[src/rtl/isqrt_pkg.sv]
// Shared definitions for the integer square-root family: default operand
// width, FSM state encodings and a counter-width helper.
package isqrt_pkg;

    // Default root operand width
    localparam int ISQRT_W = 8;

    // FSM state encodings (2-bit, fixed values shared with the square-root block)
    localparam logic [1:0] ST_IDLE = 2'd0;
    localparam logic [1:0] ST_RUN  = 2'd1;
    localparam logic [1:0] ST_DONE = 2'd2;

    // Iteration counter width: ceil(log2(w)), never narrower than one bit
    function automatic int cnt_width(input int w);
        return (w > 1) ? $clog2(w) : 1;
    endfunction

endpackage

[src/rtl/isqrt_recon_step.sv]
// One reconstruction step: conditionally adds (root << idx) into the
// accumulator when bit idx of root is set. Purely combinational.
module isqrt_recon_step
    import isqrt_pkg::*;
#(
    parameter int W  = ISQRT_W,
    parameter int CW = cnt_width(ISQRT_W)
) (
    input  logic [2*W-1:0] acc_in,
    input  logic [W-1:0]   root,
    input  logic [CW-1:0]  idx,
    output logic [2*W-1:0] acc_out
);

    logic [2*W-1:0] root_ext;
    logic [2*W-1:0] addend;

    assign root_ext = {{W{1'b0}}, root};

    // Shift-add of a single root bit; the sum wraps modulo 2^(2W)
    always_comb begin
        addend  = root_ext << idx;
        acc_out = acc_in;
        if (root[idx]) begin
            acc_out = acc_in + addend;
        end
    end

endmodule

[src/rtl/isqrt_reconstruct.sv]
// Reconstructs value = root^2 + rem from a square-root result by
// shift-and-add, one root bit per cycle (LSB first), and flags
// non-canonical remainders (rem > 2*root).
module isqrt_reconstruct
    import isqrt_pkg::*;
#(
    parameter int W = ISQRT_W
) (
    input  logic           clk,
    input  logic           rst,
    input  logic           start,
    input  logic [W-1:0]   root_in,
    input  logic [W:0]     rem_in,
    output logic           busy,
    output logic           out_valid,
    input  logic           out_ready,
    output logic [2*W-1:0] value_out,
    output logic           err
);

    localparam int CW = cnt_width(W);
    localparam logic [CW-1:0] CNT_LAST = CW'(W - 1);

    logic [1:0]     state_reg;
    logic [W-1:0]   root_reg;
    logic [2*W-1:0] acc_reg;
    logic [2*W-1:0] acc_next;
    logic [CW-1:0]  cnt_reg;
    logic           err_reg;

    // The accumulator doubles as the capture register for the remainder:
    // it is loaded with rem_in at accept and only grows from there.
    isqrt_recon_step #(
        .W  (W),
        .CW (CW)
    ) u_step (
        .acc_in  (acc_reg),
        .root    (root_reg),
        .idx     (cnt_reg),
        .acc_out (acc_next)
    );

    // FSM, operand capture and accumulation; reset wins over everything
    always_ff @(posedge clk) begin
        if (rst) begin
            state_reg <= ST_IDLE;
            root_reg  <= '0;
            acc_reg   <= '0;
            cnt_reg   <= '0;
            err_reg   <= 1'b0;
        end else begin
            case (state_reg)
                ST_IDLE: begin
                    if (start) begin
                        root_reg  <= root_in;
                        acc_reg   <= {{(W-1){1'b0}}, rem_in};
                        cnt_reg   <= '0;
                        err_reg   <= (rem_in > {root_in, 1'b0});
                        state_reg <= ST_RUN;
                    end
                end
                ST_RUN: begin
                    acc_reg <= acc_next;
                    if (cnt_reg == CNT_LAST) begin
                        state_reg <= ST_DONE;
                    end else begin
                        cnt_reg <= cnt_reg + 1'b1;
                    end
                end
                ST_DONE: begin
                    // Handshake edge returns to IDLE; start is not looked at here,
                    // so a new accept can only happen on the following edge.
                    if (out_ready) begin
                        state_reg <= ST_IDLE;
                    end
                end
                default: begin
                    state_reg <= ST_IDLE;
                end
            endcase
        end
    end

    assign busy      = (state_reg != ST_IDLE);
    assign out_valid = (state_reg == ST_DONE);
    assign value_out = acc_reg;
    assign err       = err_reg;

endmodule

[config.mk]
export PLATFORM = sky130hd
export DESIGN_NAME = isqrt_reconstruct
export DESIGN_NICKNAME = d
export VERILOG_FILES = /design/src/rtl/isqrt_pkg.sv /design/src/rtl/isqrt_recon_step.sv /design/src/rtl/isqrt_reconstruct.sv
export SDC_FILE = /design/constraint.sdc
export NUM_CORES = 1
export LEC_CHECK = 0
export CAP_MARGIN = 20
export CORE_MARGIN = 5
export CORE_UTILIZATION = 60
export CTS_CLUSTER_SIZE = 8
export DETAILED_ROUTE_END_ITERATION = 12
export PLACE_DENSITY = 0.87
export SETUP_SLACK_MARGIN = 0.3
export SLEW_MARGIN = 40
export SYNTH_ARGS = -nofsm -noshare
export SYNTH_HDL_FRONTEND = slang
export SYNTH_HIERARCHICAL = 1
export SYNTH_SLANG_ARGS = --single-unit
export TNS_END_PERCENT = 10
[constraint.sdc]
create_clock -name clk -period 8.78 [get_ports clk]
set_clock_uncertainty 0.2 [all_clocks]
set_input_delay 2.195 -clock clk [delete_from_list [all_inputs] [get_ports clk]]
set_output_delay 2.195 -clock clk [all_outputs]
set_load 0.1 [all_outputs]
==> impl_metrics.json <==
{
  "via_per_inst": 6.24,
  "sw_frac_of_total_pct": 39.1,
  "rsz0062_at_grt": "false",
  "cp_slowest_cell": "nor3b_4",
  "max_clock_freq_ghz": 0.258,
  "synth_flop_cell": "dfxtp_1",
  "whs_ns": 0.284,
  "crit_path_frequent_cell": "nor2_1",
  "cap_violations": 0,
  "grt_max_degree": 33,
  "grt_pass1_vias": 2731,
  "relSlewSlack_pct": 48.9,
  "cp_max_fo": 19,
  "placementRows": 24,
  "postCtsSetupBuffers": 0,
  "drt-total-wl_mm": 7.26,
  "hold_viol_final": 0,
  "path_class": "in2reg",
  "slew_viol_final": 0,
  "die_area_mm2": 0.00611,
  "cts_max_level": 2,
  "die_h_um": 78.2,
  "drive_gt1_share_pct": 14.4,
  "worstSkewPairLatency_ns": 0.28,
  "r2r_cells": 12,
  "cp_slowest_stage_delay_ns": 0.68,
  "antenna_cells": 0,
  "die_x_um": 78.2,
  "worst-path-stages": 5,
  "async_reset_ff_share_pct": 0,
  "yosysSeqAreaShare_pct": 21.5,
  "critPathRequiredTime_ns": 8.74,
  "largest_reg_flops": 16,
  "critical_path_buf_inv_count": 1,
  "dp_hpwl_mm": 5.34,
  "synth_cells": 363,
  "setup-violations-final": 0,
  "synth_area_mm2": 0.00279,
  "gr-total-overflow": 0,
  "tns_ns": 0,
  "avgSynthCellArea_um2": 7.68,
  "period_minus_slack_ns": 3.87,
  "cts_tree": "done",
  "fin_crit_sh_pct": 44.1,
  "place.port_buffers": 39,
  "grt_pass1_wl_mm": 12.2,
  "p_per_area_mw_per_mm2": 133,
  "drt-initial-drc-count": 285,
  "p_int_w": 0.000253,
  "routedWlPerCell_um": 16.2,
  "yosysWarnings": 6,
  "drt_pass1_iterations": 5,
  "ys_seq_elements": 30,
  "layout_common_cells": "nand2_1, a21oi_1, dfxtp_1, nor2_1, ha_1",
  "status": "complete, no violations",
  "cp_top_family": "simple AND/OR/NAND/NOR gates",
  "p_comb_share_pct": 34.1,
  "cts_root_buf": "clkbuf_8",
  "cts.sinks": 30,
  "cts_buffers": 5,
  "vias": 2788,
  "synth_edf_count": 0,
  "cp-end-kind": "flop",
  "initial_core_util_pct": 62.7,
  "vdd_drop_max_mv": 0.110,
  "cts_hold_buf": 0,
  "synth_top_area_share_pct": 21.5,
  "globalplace.congestion": 0.904,
  "arrival_ns": 3.84,
  "clk_path_buf_depth": 2,
  "final_common_cell": "nand2_1",
  "nets": 441,
  "hold_depth": 2,
  "ioPinCount": 40,
  "area_growth_pct": 11.9,
  "path_clk_slew_ns": 0.07,
  "synthTopCellsByArea": "dfxtp_1, ha_1, nand2_1",
  "grt_util_all_layers_pct": 24.4,
  "synth_cell_type_count": 55,
  "hold_path_class": "reg2reg",
  "ctsResizeCount": 0,
  "synth_nets": 410,
  "p_sw_w": 0.000163,
  "grt_antenna_before_repair": 0,
  "drc_errors": 0,
  "worst-slew-pin-transition_ns": 0.766,
  "p_leak_nw": 1.34,
  "crit_path_cell_trace": "clkdlybuf4s50_1 > nor3b_4 > nor2_1 > a21oi_1 > nor2_1",
  "start_kind": "primary input",
  "postRouteAntennaNets": 0,
  "seqPwrFrac_pct": 37.1,
  "synth_top_cell_by_area": "dfxtp_1",
  "power_frac_clock_pct": 28.7,
  "coreArea_mm2": 0.00444
}
## power groups by stage
stage	combinational, W	clock, W	sequential, W
CTS	0.000141	0.000124	0.000154
finish	0.000142	0.000119	0.000154
global route	0.000153	0.000129	0.000156
detailed placement	0.000140	0	0.000157
floorplan	0.0000812	0	0.000188
global placement	0.000141	0	0.000157
## worst paths after layout
| check | endpoint | slack (ns) | start |
|---|---|---|---|
| max | cnt_reg[0]$_SDFFE_PP0P_ | 4.91 | start |
| min | root_reg[0]$_SDFFE_PP0P_ | 0.28 | root_reg[0]$_SDFFE_PP0P_ |
| max reg2reg | value_out[14]$_SDFFE_PP0P_ | 5.03 | cnt_reg[0]$_SDFFE_PP0P_ |
| min reg2reg | root_reg[0]$_SDFFE_PP0P_ | 0.28 | root_reg[0]$_SDFFE_PP0P_ |
## kinds of logic (layout without fill, tap and decap cells)
group                      count (synthesis)  in the layout  synth area share (%)
AOI/OAI and AO/OA                        102            102                  25.3
xor gates and xnor gates                   7              7                  2.20
adders and majority gates                 26             26                  11.9
buffers and inverters                     34             66                  7.23
DFF                                       30             30                  21.5
muxes                                     18             18                  7.27
and+or+nand+nor                          146            146                  24.5
## tightest hold or removal path: cells and delay by family (launching register included)
kind | cells | cell delay [ns]
flops | 1 | 0.32
compound gates | 1 | 0.06
simple gates | 1 | 0.06
## metrics by stage
stage | instance area, um2 | instances | setup slack, ns | util (%) | power (W)
after floorplan | 2790 | 363 | 4.51 | - | 0.000269
after global placement | 3110 | 438 | 4.57 | 70.0 | 0.000298
after detailed placement | 3020 | 438 | 4.62 | 68.0 | 0.000297
after CTS | 3120 | 446 | 4.91 | 70.1 | 0.000418
after global routing | 3120 | 447 | 4.76 | 70.2 | 0.000437
final | 3120 | 447 | 4.91 | 70.2 | 0.000416
## cell type report
type	count	area, um2
Multi-Input combinational cell	299	1990
Fill cell	369	1320
Sequential cell	30	601
Timing Repair Buffer	41	308
Clock buffer	6	82.6
Tap cell	52	65.1
Inverter	17	63.8
Clock inverter	2	12.5
## layer usage
metal | global-route usage, % | vias to the layer above | wire [um]
met5 | 0 | - | 0
met4 | 9.27 | 0 | 156
met3 | 4.46 | 19 | 464
met2 | 43.6 | 104 | 3530
met1 | 29.0 | 1302 | 3100
li1 | - | 1363 | -
## synth_stat cells, types with 2 or more instances
library cell and n:
nand2_1 68, a21oi_1 37, dfxtp_1 30, nor2_1 29, ha_1 25, inv_1 17
o21ai_0 14, nand3_1 10, mux2i_1 9, a311oi_2 7, buf_6 7, a211oi_1 6
a21o_1 6, mux2_2 6, nor2_2 6, nor3_1 6, a22oi_1 5, clkbuf_1 5
buf_2 4, nor2b_1 4, o22ai_1 4, xnor2_1 4, a2111oi_0 3, a211o_1 3
and3_1 3, nand2b_1 3, o211ai_1 3, o31ai_1 3, xor2_1 3, a31oi_1 2
and2_1 2, mux2_1 2, nor4_1 2, o21a_1 2, or2_2 2, or3_1 2
No activity file was read; power rests on OpenSTA's default activity.
